<file path="config.mk">
export PLATFORM = sky130hd
export DESIGN_NAME = div_unit
export DESIGN_NICKNAME = d
export VERILOG_FILES = /design/src/rtl/div_unit.sv
export SDC_FILE = /design/constraint.sdc
export NUM_CORES = 1
export LEC_CHECK = 0
export CAP_MARGIN = 20
export CORE_MARGIN = 5
export CORE_UTILIZATION = 59
export DETAILED_ROUTE_END_ITERATION = 6
export PLACE_DENSITY = 0.82
export SLEW_MARGIN = 20
export SYNTH_ARGS = -nofsm -noshare
export SYNTH_HDL_FRONTEND = slang
export SYNTH_SLANG_ARGS = --single-unit
</file>
<file path="constraint.sdc">
create_clock -name clk -period 11.8 [get_ports clk]
set_input_delay 2.36 -clock clk [delete_from_list [all_inputs] [get_ports clk]]
set_output_delay 2.36 -clock clk [all_outputs]
set_load 0.02 [all_outputs]
</file>
<file path="src/rtl/div_unit.sv">
// div_unit: multi-cycle radix-2 restoring divider for DIV/DIVU in the execute stage.
// Produces {hi_o, lo_o} = {remainder, quotient} and holds the pipeline while busy.
// Optional macro DIV_ZERO_FAST_EN: a zero divisor skips the iteration phase.
module div_unit #(
  parameter int unsigned WIDTH = 32
) (
  input  logic             clk,
  input  logic             rst,
  input  logic             start_i,
  input  logic             signed_i,
  input  logic             cancel_i,
  input  logic [WIDTH-1:0] a_i,
  input  logic [WIDTH-1:0] b_i,
  output logic             stall_req_o,
  output logic             ready_o,
  output logic [WIDTH-1:0] hi_o,
  output logic [WIDTH-1:0] lo_o
);

  localparam int unsigned cntWidth = (WIDTH > 1) ? $clog2(WIDTH) : 1;

  typedef enum logic [1:0] {IDLE, BUSY, DONE} state_t;

  state_t              state;
  state_t              stateNext;
  logic [cntWidth-1:0] count;
  logic [WIDTH-1:0]    rem;
  logic [WIDTH-1:0]    quo;
  logic [WIDTH-1:0]    divisor;
  logic [WIDTH-1:0]    aOrig;
  logic                aSign;
  logic                bSign;
  logic                divZero;

  logic                aNeg;
  logic                bNeg;
  logic [WIDTH-1:0]    aAbs;
  logic [WIDTH-1:0]    bAbs;
  logic [WIDTH:0]      remShift;
  logic [WIDTH-1:0]    remDiff;
  logic [WIDTH-1:0]    remNext;
  logic [WIDTH-1:0]    quoNext;
  logic [WIDTH-1:0]    hiFinal;
  logic [WIDTH-1:0]    loFinal;
  logic                lastIter;

  assign lastIter = (count == cntWidth'(WIDTH - 1));

  // Operand magnitudes; signs only matter for DIV
  always_comb begin
    aNeg = signed_i & a_i[WIDTH-1];
    bNeg = signed_i & b_i[WIDTH-1];
    aAbs = aNeg ? (~a_i + WIDTH'(1)) : a_i;
    bAbs = bNeg ? (~b_i + WIDTH'(1)) : b_i;
  end

  // One restoring step (WIDTH+1-bit compare) and sign fix-up of the resulting values
  always_comb begin
    remShift = {rem, quo[WIDTH-1]};
    // Only taken when remShift >= divisor, where the true difference fits in WIDTH bits
    remDiff  = remShift[WIDTH-1:0] - divisor;
    remNext  = remShift[WIDTH-1:0];
    quoNext  = {quo[WIDTH-2:0], 1'b0};
    if (remShift >= {1'b0, divisor}) begin
      remNext = remDiff;
      quoNext = {quo[WIDTH-2:0], 1'b1};
    end
    // Zero divisor returns the untouched dividend and an all-ones quotient
    if (divZero) begin
      hiFinal = aOrig;
      loFinal = '1;
    end else begin
      hiFinal = aSign ? (~remNext + WIDTH'(1)) : remNext;
      loFinal = (aSign ^ bSign) ? (~quoNext + WIDTH'(1)) : quoNext;
    end
  end

  // State register
  always_ff @(posedge clk or posedge rst) begin
    if (rst) state <= IDLE;
    else     state <= stateNext;
  end

  // Next state, stall request and ready pulse; a flush overrides everything
  always_comb begin
    stateNext   = state;
    stall_req_o = 1'b0;
    ready_o     = 1'b0;
    if (cancel_i) begin
      stateNext = IDLE;
    end else begin
      case (state)
        IDLE: begin
          stall_req_o = start_i;
          if (start_i) begin
`ifdef DIV_ZERO_FAST_EN
            stateNext = (b_i == '0) ? DONE : BUSY;
`else
            stateNext = BUSY;
`endif
          end
        end
        BUSY: begin
          stall_req_o = 1'b1;
          if (lastIter) stateNext = DONE;
        end
        DONE: begin
          ready_o   = 1'b1;
          stateNext = IDLE;
        end
        default: stateNext = IDLE;
      endcase
    end
  end

  // Operand capture, iteration and result registration on DONE entry
  always_ff @(posedge clk or posedge rst) begin
    if (rst) begin
      count   <= '0;
      rem     <= '0;
      quo     <= '0;
      divisor <= '0;
      aOrig   <= '0;
      aSign   <= 1'b0;
      bSign   <= 1'b0;
      divZero <= 1'b0;
      hi_o    <= '0;
      lo_o    <= '0;
    end else if (!cancel_i) begin
      case (state)
        IDLE: begin
          if (start_i) begin
            count   <= '0;
            rem     <= '0;
            quo     <= aAbs;
            divisor <= bAbs;
            aOrig   <= a_i;
            aSign   <= aNeg;
            bSign   <= bNeg;
            divZero <= (b_i == '0);
`ifdef DIV_ZERO_FAST_EN
            if (b_i == '0) begin
              hi_o <= a_i;
              lo_o <= '1;
            end
`endif
          end
        end
        BUSY: begin
          rem   <= remNext;
          quo   <= quoNext;
          count <= count + cntWidth'(1);
          if (lastIter) begin
            hi_o <= hiFinal;
            lo_o <= loFinal;
          end
        end
        default: ;
      endcase
    end
  end

endmodule
</file>
==> key figures, run 1 <==
Timing
  • RSZ-0062 raised after global routing: no
  • Fmax: 134.8 MHz
  • Worst slew margin: 35.62%
  • Worst-Margin Slew: 0.9658 ns
  • Worst hold slack: 0.4764 ns
  • Final Max Tran Viols: 0
  • Setup-failing EPs final: 0
  • Setup TNS: 0 ns
  • Min Tclk post-route: 7.418 ns
  • PnR worst setup slack: 4.382 ns
  • Final Hold Viols: 0
  • Layout Skew: 0.01842 ns
  • Period Utilization, post-route: 62.86%

Global routing
  • Vias in the first global route: 12130
  • Grt ovf: 0
  • Initial antenna violation count: 0
  • Gr usage total: 30.71%
  • First-pass GRT wire length: 65.63 mm
  • Largest net degree at the start of global routing: 128

Floorplanning
  • Cell row count: 55
  • Die Y: 162.6 microns
  • Die ar.: 26440 sq um
  • Top-level I/O count: 135
  • Starting Density: 60.33%
  • Die width: 162.6 microns
  • Core ar.: 22780 sq um

Detailed routing
  • Final ANT Viol Nets: 0
  • Vias per Instance: 6.158
  • Wire per inst: 19.36 microns
  • TritonRoute pass-1 iters: 7
  • DRC errors left: 3
  • Initial detailed-routing violation count: 1447
  • Via count: 13070
  • Total wire length: 41.08 mm

Pwr
  • Seq pwr share: 22.6%
  • Power share of the clock group: 15.8%
  • Comb power frac: 61.6%
  • Switching Fraction: 50.16%
  • Sw power: 2.151 mW
  • VDD IR-drop max: 149.9 uV
  • Leak: 6.881 nW
  • Power Internal: 2.138 mW
  • Pwr/cell area: 269.2 nW/um^2

Final layout
  • Post-layout net count: 1902
  • Final design utilization: 69.94%
  • Design area: 15930 sq um
  • Most common cell after layout, fill and taps aside: nand2_1
  • Layout cells sized above 1: 5.141%
  • Area Overhead vs Synth: 15.93%
  • Most frequent cells in the layout: 279 x nand2_1, 202 x dfrtp_1, 174 x a21oi_1
  • N_diodes: 0

Critical path
  • Reg-to-Reg End: hi_o[30]
  • CP most frequent cell: clkdlybuf4s50_1
  • Max stage delay on crit path: 0.72 ns
  • CP Max Fanout: 98
  • Critical path depth: 6
  • CP Launch Type: input port
  • Reg2reg start: rem[11]
  • WP data arrival: 5.06 ns
  • Setup CP Type: input port to output pin
  • Worst endpoint required time: 9.44 ns
  • R2R Setup Slk: 5.98 ns
  • CP Capture Type: output pin
  • CP Launch Point: cancel_i
  • FF-to-FF path depth: 18
  • Crit path cell chain: clkdlybuf4s50_1 > nor2_1 > o21ai_4 > buf_4 > inv_1 > clkdlybuf4s50_1
  • Setup crit end: stall_req_o
  • Crit path max-delay family: buffers and inverters
  • CP Buf/Inv Count: 4
  • Crit-path slowest cell: buf_4

Clock network
  • CTS Hold Bufs: 0
  • CTS resizes: 0
  • CTS buffer count: 22
  • Root buffer cell: clkbuf_16
  • Postcts setup bufs: 0
  • Deepest clock path buffer count: 3
  • Clock Pin Slew Worst Setup and Hold Paths: 0.06 ns
  • CTS tree: done
  • Clock sinks: 202
  • Worst-Skew Late Latency: 0.53 ns
  • Htree depth: 1

Synth
  • Synthesis Warnings: 0
  • Ys flop type: dfrtp_1
  • Syn Inst Count: 1718
  • Post-synth EDFFs: 0
  • Mapped Nets: 1826
  • Sequential share of the synthesized area: 36.78%
  • Avg Synthesized Cell Area: 7.999 sq um
  • Register bit total from synthesis: 202
  • Post-synth ARST share: 100.0%
  • Synthesized cell area: 13740 sq um
  • Cell variety after synth: 85

Placement
  • DP Wirelength: 30.86 mm
  • Dpl ws: 4.399 ns
  • Port Buf Inserts: 134
  • Placer Congestion: 0.9259
  • Post-DP Area: 15220 sq um

Worst hold path
  • Worst hold path type: flop to flop

Job
  • Max-cap violations: 0

Status
  • Failing checks: design-rule violations
  • Status: finished, violations left
## synthesized netlist by cell type, drive strengths merged (6+ instances only)
| cell | number | area, sq um |
|---|---|---|
| xor2 | 52 | 455.4 |
| a21oi | 178 | 913.4 |
| a21o | 13 | 97.59 |
| o21a | 6 | 45.04 |
| o31ai | 12 | 90.09 |
| a211oi | 13 | 102.6 |
| a21boi | 6 | 45.04 |
| clkbuf | 73 | 274.0 |
| and2 | 13 | 81.33 |
| nand3 | 19 | 95.09 |
| xnor2 | 85 | 752.0 |
| a31oi | 16 | 100.1 |
| inv | 63 | 236.5 |
| and3 | 12 | 75.07 |
| nor4 | 11 | 75.07 |
| o21ai | 191 | 970.9 |
| o211ai | 8 | 73.82 |
| o41ai | 16 | 177.7 |
| nand4 | 13 | 81.33 |
| nor3 | 44 | 225.2 |
| o22ai | 7 | 43.79 |
| or3 | 22 | 137.6 |
| ha | 38 | 475.5 |
| nand2 | 280 | 1059 |
| nor3b | 9 | 77.57 |
| nand2b | 11 | 68.82 |
| dfrtp | 202 | 5055 |
| buf | 24 | 133.9 |
| nor2b | 9 | 56.30 |
| or4 | 13 | 97.59 |
| nor2 | 157 | 589.3 |
| mux2i | 24 | 240.2 |
## tightest hold or removal path: stages (launching register included)
cell	delay, ns
dfrtp_1	0.34
nand2_1	0.05
nand2_1	0.05
## worst min-delay path by stage
| stage | slack [ns] | startpoint | cells past startpoint | endpoint |
|---|---|---|---|---|
| after CTS | 0.48 | aOrig[31] | 2 | aOrig[31] |
| after global placement | 0.46 | aOrig[18] | 2 | aOrig[18] |
| after floorplan | 0.44 | aOrig[28] | 2 | aOrig[28] |
| after global routing | 0.49 | divisor[4] | 2 | divisor[4] |
| final | 0.48 | aOrig[31] | 2 | aOrig[31] |
| after detailed placement | 0.46 | aOrig[30] | 2 | aOrig[30] |
## per-stage QoR
stage	power, mW	cells
after floorplan	2.868	1718
after global placement	3.492	2083
after detailed placement	3.541	2083
after CTS	4.229	2122
after global routing	4.577	2122
final	4.289	2122
## cell families after synthesis
kind of cell / count (synthesis) / share of synthesized area, %
adders and majority gates: 39 / 3.606
DFF: 202 / 36.78
xor gates and xnor gates: 137 / 8.786
muxes: 25 / 1.830
and+or+nand+nor: 635 / 21.12
buffers and inverters: 160 / 4.689
AOI/OAI and AO/OA: 520 / 23.18
## layer usage
layer	vias up	track usage (%)	share of wire, %
met5	-	0	0
met4	0	10.45	3.6
met3	99	4.505	9.5
met2	605	44.66	42
met1	6164	46.97	45
li1	6199	-	-
## cell type report
| cell class | instances | area, sq um |
|---|---|---|
| sequential | 202 | 5055 |
| inverter | 63 | 244.0 |
| multi-input combinational | 1356 | 8079 |
| clock inverter | 9 | 67.56 |
| timing repair buffer | 149 | 1454 |
| clock buffer | 30 | 640.6 |
| fill | 1876 | 6847 |
| tap | 313 | 391.6 |
## power by group through the flow
| stage | sequential [mW] | combinational (mW) | clock, mW |
|---|---|---|---|
| floorplan | 0.910 | 1.96 | 0 |
| global placement | 0.967 | 2.52 | 0 |
| detailed placement | 0.971 | 2.57 | 0 |
| CTS | 0.961 | 2.58 | 0.684 |
| global route | 0.981 | 2.88 | 0.712 |
| finish | 0.969 | 2.64 | 0.676 |
## sequential cells by signal, indices dropped and copies added (netlist names)
| register | count |
|---|---|
| lo_o | 32 |
| rem | 32 |
| hi_o | 32 |
| aOrig | 32 |
| bSign | 1 |
| divZero | 1 |
| quo | 32 |
| divisor | 32 |
| count | 5 |
| aSign | 1 |
| state | 2 |
Note: power is estimated with default switching activity, not from simulation.
==> inputs of run 2 (changes only) <==
clock period = 7.3 ns   (was 11.8 ns; I/O delays follow)
==> key figures, run 2 (synthesized netlist as in run 1, its figures left out) <==
Final layout
  • Final design utilization: 70.03%
  • Reg area: 5055 sq um
  • Non-filler cells, final: 2121
  • Design area: 15950 sq um
  • Most common cell after layout, fill and taps aside: nand2_1
  • Layout cells sized above 1: 4.812%
  • N_diodes: 0
  • FILL cells: 1933
  • Area occupied by multi-input gates: 8079 sq um
  • Area Overhead vs Synth: 16.08%
  • Post-layout net count: 1902
  • Most frequent cells in the layout: 279 x nand2_1, 202 x dfrtp_1, 174 x a21oi_1

Detailed routing
  • Final ANT Viol Nets: 0
  • Vias per Instance: 6.158
  • Via count: 13060
  • DRC errors left: 0
  • TritonRoute pass-1 iters: 6
  • Wire per inst: 20.12 microns
  • Total wire length: 42.68 mm
  • Initial detailed-routing violation count: 1525

Pwr
  • VDD IR-drop max: 246.5 uV
  • Leak: 6.888 nW
  • Pwr/cell area: 445.3 nW/um^2
  • Power, Total: 7.103 mW

Timing
  • Worst hold slack: 0.4736 ns
  • Setup-failing EPs final: 0
  • Min Tclk post-route: 5.512 ns
  • Worst slew margin: 33.62%
  • Layout Skew: 0.02481 ns
  • Period Utilization, post-route: 75.50%
  • PnR worst setup slack: 1.788 ns
  • RSZ-0062 raised after global routing: no
  • Worst-Margin Slew: 0.9957 ns
  • Setup TNS: 0 ns
  • Fmax: 181.4 MHz
  • Final Hold Viols: 0
  • Final Max Tran Viols: 0

Placement
  • Placer Congestion: 0.9593
  • DP Wirelength: 32.31 mm
  • Dpl ws: 2.010 ns
  • Port Buf Inserts: 134
  • Post-DP Area: 15220 sq um
  • Placed insts: 2083

Critical path
  • CP Capture Type: flop
  • Crit path cell chain: ha_1 > a21oi_1 > o21ai_1 > a211oi_1 > o31a_1 > nand2_4 > inv_2 > mux2i_1 > ha_1 > nand2_1 > or3_1 > o32a_1 > nor3_2 > mux2i_1 > a22oi_1 > a21boi_1 > a21boi_1 > xnor2_1 > o21ai_1
  • Setup CP Type: flop to flop
  • CP Max Fanout: 27
  • R2R Setup Slk: 1.79 ns
  • Worst endpoint required time: 7.68 ns
  • Crit-path slowest cell: dfrtp_1
  • WP data arrival: 5.90 ns
  • Reg2reg start: rem[17]
  • CP Launch Type: flop
  • Reg-to-Reg End: hi_o[20]
  • CP Buf/Inv Count: 1
  • Max stage delay on crit path: 0.44 ns
  • FF-to-FF path depth: 19
  • Crit path max-delay family: compound AO/OA/AOI/OAI gates

Clock network
  • Root buffer cell: clkbuf_16
  • Worst-Skew Late Latency: 0.52 ns
  • CTS resizes: 0
  • CTS tree: done
  • Htree depth: 1
  • CTS Hold Bufs: 0
  • Postcts setup bufs: 0
  • CTS buffer count: 22
  • Clock Pin Slew Worst Setup and Hold Paths: 0.07 ns
  • Clock sinks: 202
  • Deepest clock path buffer count: 3

Floorplanning
  • Top-level I/O count: 135
  • Starting Density: 60.33%
  • Core ar.: 22780 sq um
  • Die width: 162.6 microns
  • Die Y: 162.6 microns
  • Die ar.: 26440 sq um
  • Cell row count: 55

Global routing
  • Vias in the first global route: 12000
  • Largest net degree at the start of global routing: 104
  • First-pass GRT wire length: 66.45 mm
  • Grt ovf: 0
  • Gr usage total: 31.46%
  • Initial antenna violation count: 3

Status
  • Status: finished, final reports clean

Worst hold path
  • Worst hold path type: flop to flop
  • Worst Hold Path EP: aOrig[29]
  • Hold Crit Start: aOrig[29]
  • Min-Delay Path Depth: 2

Job
  • Max-cap violations: 0
==> run 2: final cells by class <==
type	instances	share of cell area, %
Clock buffer	31	3.789
Clock inverter	7	0.7765
Tap cell	313	2.455
Sequential cell	202	31.69
Inverter	63	1.530
Multi-Input combinational cell	1356	50.65
Timing Repair Buffer	149	9.114
==> run 2: worst max-delay path by stage <==
stage / from / to / slack (ns) / cells after the start
final: rem[17] / hi_o[20] / 1.79 / 19
after floorplan: rst / aOrig[0] / 0.33 / 1
after global placement: rem[2] / hi_o[20] / 2.16 / 19
after global routing: rem[17] / hi_o[24] / 1.49 / 19
after CTS: rem[17] / hi_o[20] / 1.99 / 19
after detailed placement: rem[17] / hi_o[20] / 2.01 / 19
==> run 2: worst register-to-register path, stage by stage, from the launching register on <==
cell      delay (ns)
dfrtp_1         0.44
ha_1            0.43
a21oi_1         0.31
o21ai_1         0.17
a211oi_1        0.44
o31a_1          0.42
nand2_4         0.29
inv_2           0.15
mux2i_1         0.30
ha_1            0.23
nand2_1         0.09
or3_1           0.36
o32a_1          0.21
nor3_2          0.19
mux2i_1         0.18
a22oi_1         0.43
a21boi_1        0.31
a21boi_1        0.22
xnor2_1         0.14
o21ai_1         0.07
==> run 2: routing by layer <==
layer | part of all wire, % | GRT usage, % | routed length, microns | up-vias
li1 | - | - | - | 6188
met1 | 44 | 45.99 | 18670 | 6210
met2 | 43 | 47.06 | 18360 | 577
met3 | 10 | 7.568 | 4401 | 84
met4 | 2.9 | 8.578 | 1236 | 2
met5 | 0.030 | 0 | 13 | -
==> run 2: where the power goes <==
part	switching [mW]	total [mW]	internal, mW
combinational	2.88	4.41	1.53
clock	0.465	1.15	0.683
sequential	0.230	1.54	1.31
total	3.58	7.10	3.53
==> inputs of run 3 (changes only) <==
CORE_UTILIZATION = 53   (was 59)
PLACE_DENSITY = 0.78   (was 0.82)
clock period = 4.9 ns   (was 7.3 ns; I/O delays follow)
==> key figures, run 3 (synthesized netlist as in run 1, its figures left out) <==
Pwr
  • Leak: 7.101 nW
  • Pwr/cell area: 669.1 nW/um^2
  • VDD IR-drop max: 373.1 uV

Global routing
  • First-pass GRT wire length: 67.90 mm
  • Grt ovf: 0
  • Gr usage total: 28.90%
  • Initial antenna violation count: 0
  • Largest net degree at the start of global routing: 120
  • Vias in the first global route: 12440

Clock network
  • Postcts setup bufs: 0
  • CTS Hold Bufs: 0
  • Clock Pin Slew Worst Setup and Hold Paths: 0.06 ns
  • Deepest clock path buffer count: 3
  • Clock sinks: 202
  • CTS resizes: 0
  • CTS buffer count: 23
  • Htree depth: 1
  • CTS tree: done
  • Root buffer cell: clkbuf_16
  • Worst-Skew Late Latency: 0.54 ns

Critical path
  • Crit-path slowest cell: dfrtp_1
  • CP Launch Type: flop
  • R2R Setup Slk: 0.25 ns
  • CP Buf/Inv Count: 1
  • Crit path max-delay family: compound AO/OA/AOI/OAI gates
  • Reg2reg start: rem[15]
  • Setup CP Type: flop to flop
  • Max stage delay on crit path: 0.42 ns
  • Reg-to-Reg End: hi_o[24]
  • Worst endpoint required time: 5.30 ns
  • CP Max Fanout: 8
  • FF-to-FF path depth: 19
  • WP data arrival: 5.05 ns
  • CP Capture Type: flop
  • Crit path cell chain: ha_2 > a21oi_1 > o21ai_0 > a221o_1 > o211ai_4 > nand2_4 > inv_2 > mux2i_1 > ha_1 > nand2_1 > or3_1 > o32a_1 > nor3_2 > mux2i_2 > a22oi_2 > a21boi_1 > o21ai_0 > mux2i_1 > nand3_1

Detailed routing
  • DRC errors left: 0
  • Vias per Instance: 6.077
  • Wire per inst: 19.88 microns
  • Via count: 13270
  • Final ANT Viol Nets: 0
  • Total wire length: 43.39 mm
  • Initial detailed-routing violation count: 1468
  • TritonRoute pass-1 iters: 6

Timing
  • Fmax: 214.9 MHz
  • RSZ-0062 raised after global routing: no
  • Layout Skew: 0.01939 ns
  • Final Max Tran Viols: 0
  • Final Hold Viols: 0
  • Min Tclk post-route: 4.653 ns
  • Period Utilization, post-route: 94.95%
  • Setup-failing EPs final: 0
  • Setup TNS: 0 ns
  • Worst slew margin: 31.23%
  • Worst-Margin Slew: 1.032 ns
  • Worst hold slack: 0.4713 ns

Final layout
  • Most common cell after layout, fill and taps aside: nand2_1
  • Most frequent cells in the layout: 279 x nand2_1, 202 x dfrtp_1, 174 x a21oi_1
  • Layout cells sized above 1: 7.846%
  • Area Overhead vs Synth: 19.26%
  • N_diodes: 0
  • Post-layout net count: 1942
  • Non-filler cells, final: 2183

Worst hold path
  • Min-Delay Path Depth: 2
  • Hold Crit Start: aOrig[18]
  • Worst Hold Path EP: aOrig[18]
  • Worst hold path type: flop to flop

Floorplanning
  • Die ar.: 29250 sq um
  • Die Y: 171.0 microns
  • Top-level I/O count: 135
  • Die width: 171.0 microns
  • Core ar.: 25760 sq um
  • Starting Density: 53.34%
  • Cell row count: 59

Placement
  • Port Buf Inserts: 134
  • Placed insts: 2144
  • DP Wirelength: 33.13 mm
  • Placer Congestion: 0.9683

Status
  • Status: finished, final reports clean

Job
  • Max-cap violations: 0
-- run 3: changes by cell type in the layout (fill, tap and decap cells not counted), sizes merged --
cell,before,now
clkinv,3,5
buf,15,54
bufinv,3,1
clkbuf,31,32
-- run 3: power by group --
group	internal (mW)	switching (mW)	total (mW)
clock network	1.02	0.717	1.74
registers	1.95	0.328	2.28
logic	2.59	4.36	6.95
total	5.56	5.41	11.0
-- run 3: layer usage --
metal | GRT usage (%) | part of all wire [%] | vias to the layer above
met5 | 0 | 0 | -
met4 | 9.128 | 3.5 | 0
met3 | 3.974 | 8.9 | 104
met2 | 44.85 | 44 | 615
met1 | 42.12 | 44 | 6279
li1 | - | - | 6268
-- run 3: final cells by class --
cell class | instances | area [sq um]
flip-flops and latches | 202 | 5055
fillers | 2271 | 9375
inverters | 63 | 240.2
clock inverters | 7 | 78.83
multi-input cells | 1356 | 8157
well taps | 335 | 419.2
clock buffers | 32 | 679.4
repair buffers | 188 | 1759
-- run 3: tightest hold or removal path, delay by kind of cell, from the launching register on --
family | cells | cell delay, ns
AND/OR/NAND/NOR | 2 | 0.11
flip-flops | 1 | 0.33
-- run 3: worst max-delay path by stage --
stage                 start  endpoint  cells past startpoint
CTS                  rem[9]  hi_o[24]                     19
global placement    rem[25]  hi_o[20]                     19
detailed placement   rem[9]  hi_o[24]                     19
finish              rem[15]  hi_o[24]                     19
global route        rem[13]  hi_o[30]                     18
floorplan           rem[11]  hi_o[30]                     21
-- run 3: metrics by stage --
step           util, %  setup WS [ns]  cell area (sq um)  power (mW)
2_1_floorplan        -        0.03785              13750       6.918
3_3_place_gp     60.39         0.2141              15560       8.927
3_5_place_dp     60.39        0.05233              15560       8.980
4_1_cts          63.33        0.03929              16320       10.74
5_1_grt          63.61        0.02756              16390       11.65
6_report         63.61         0.2474              16390       10.97
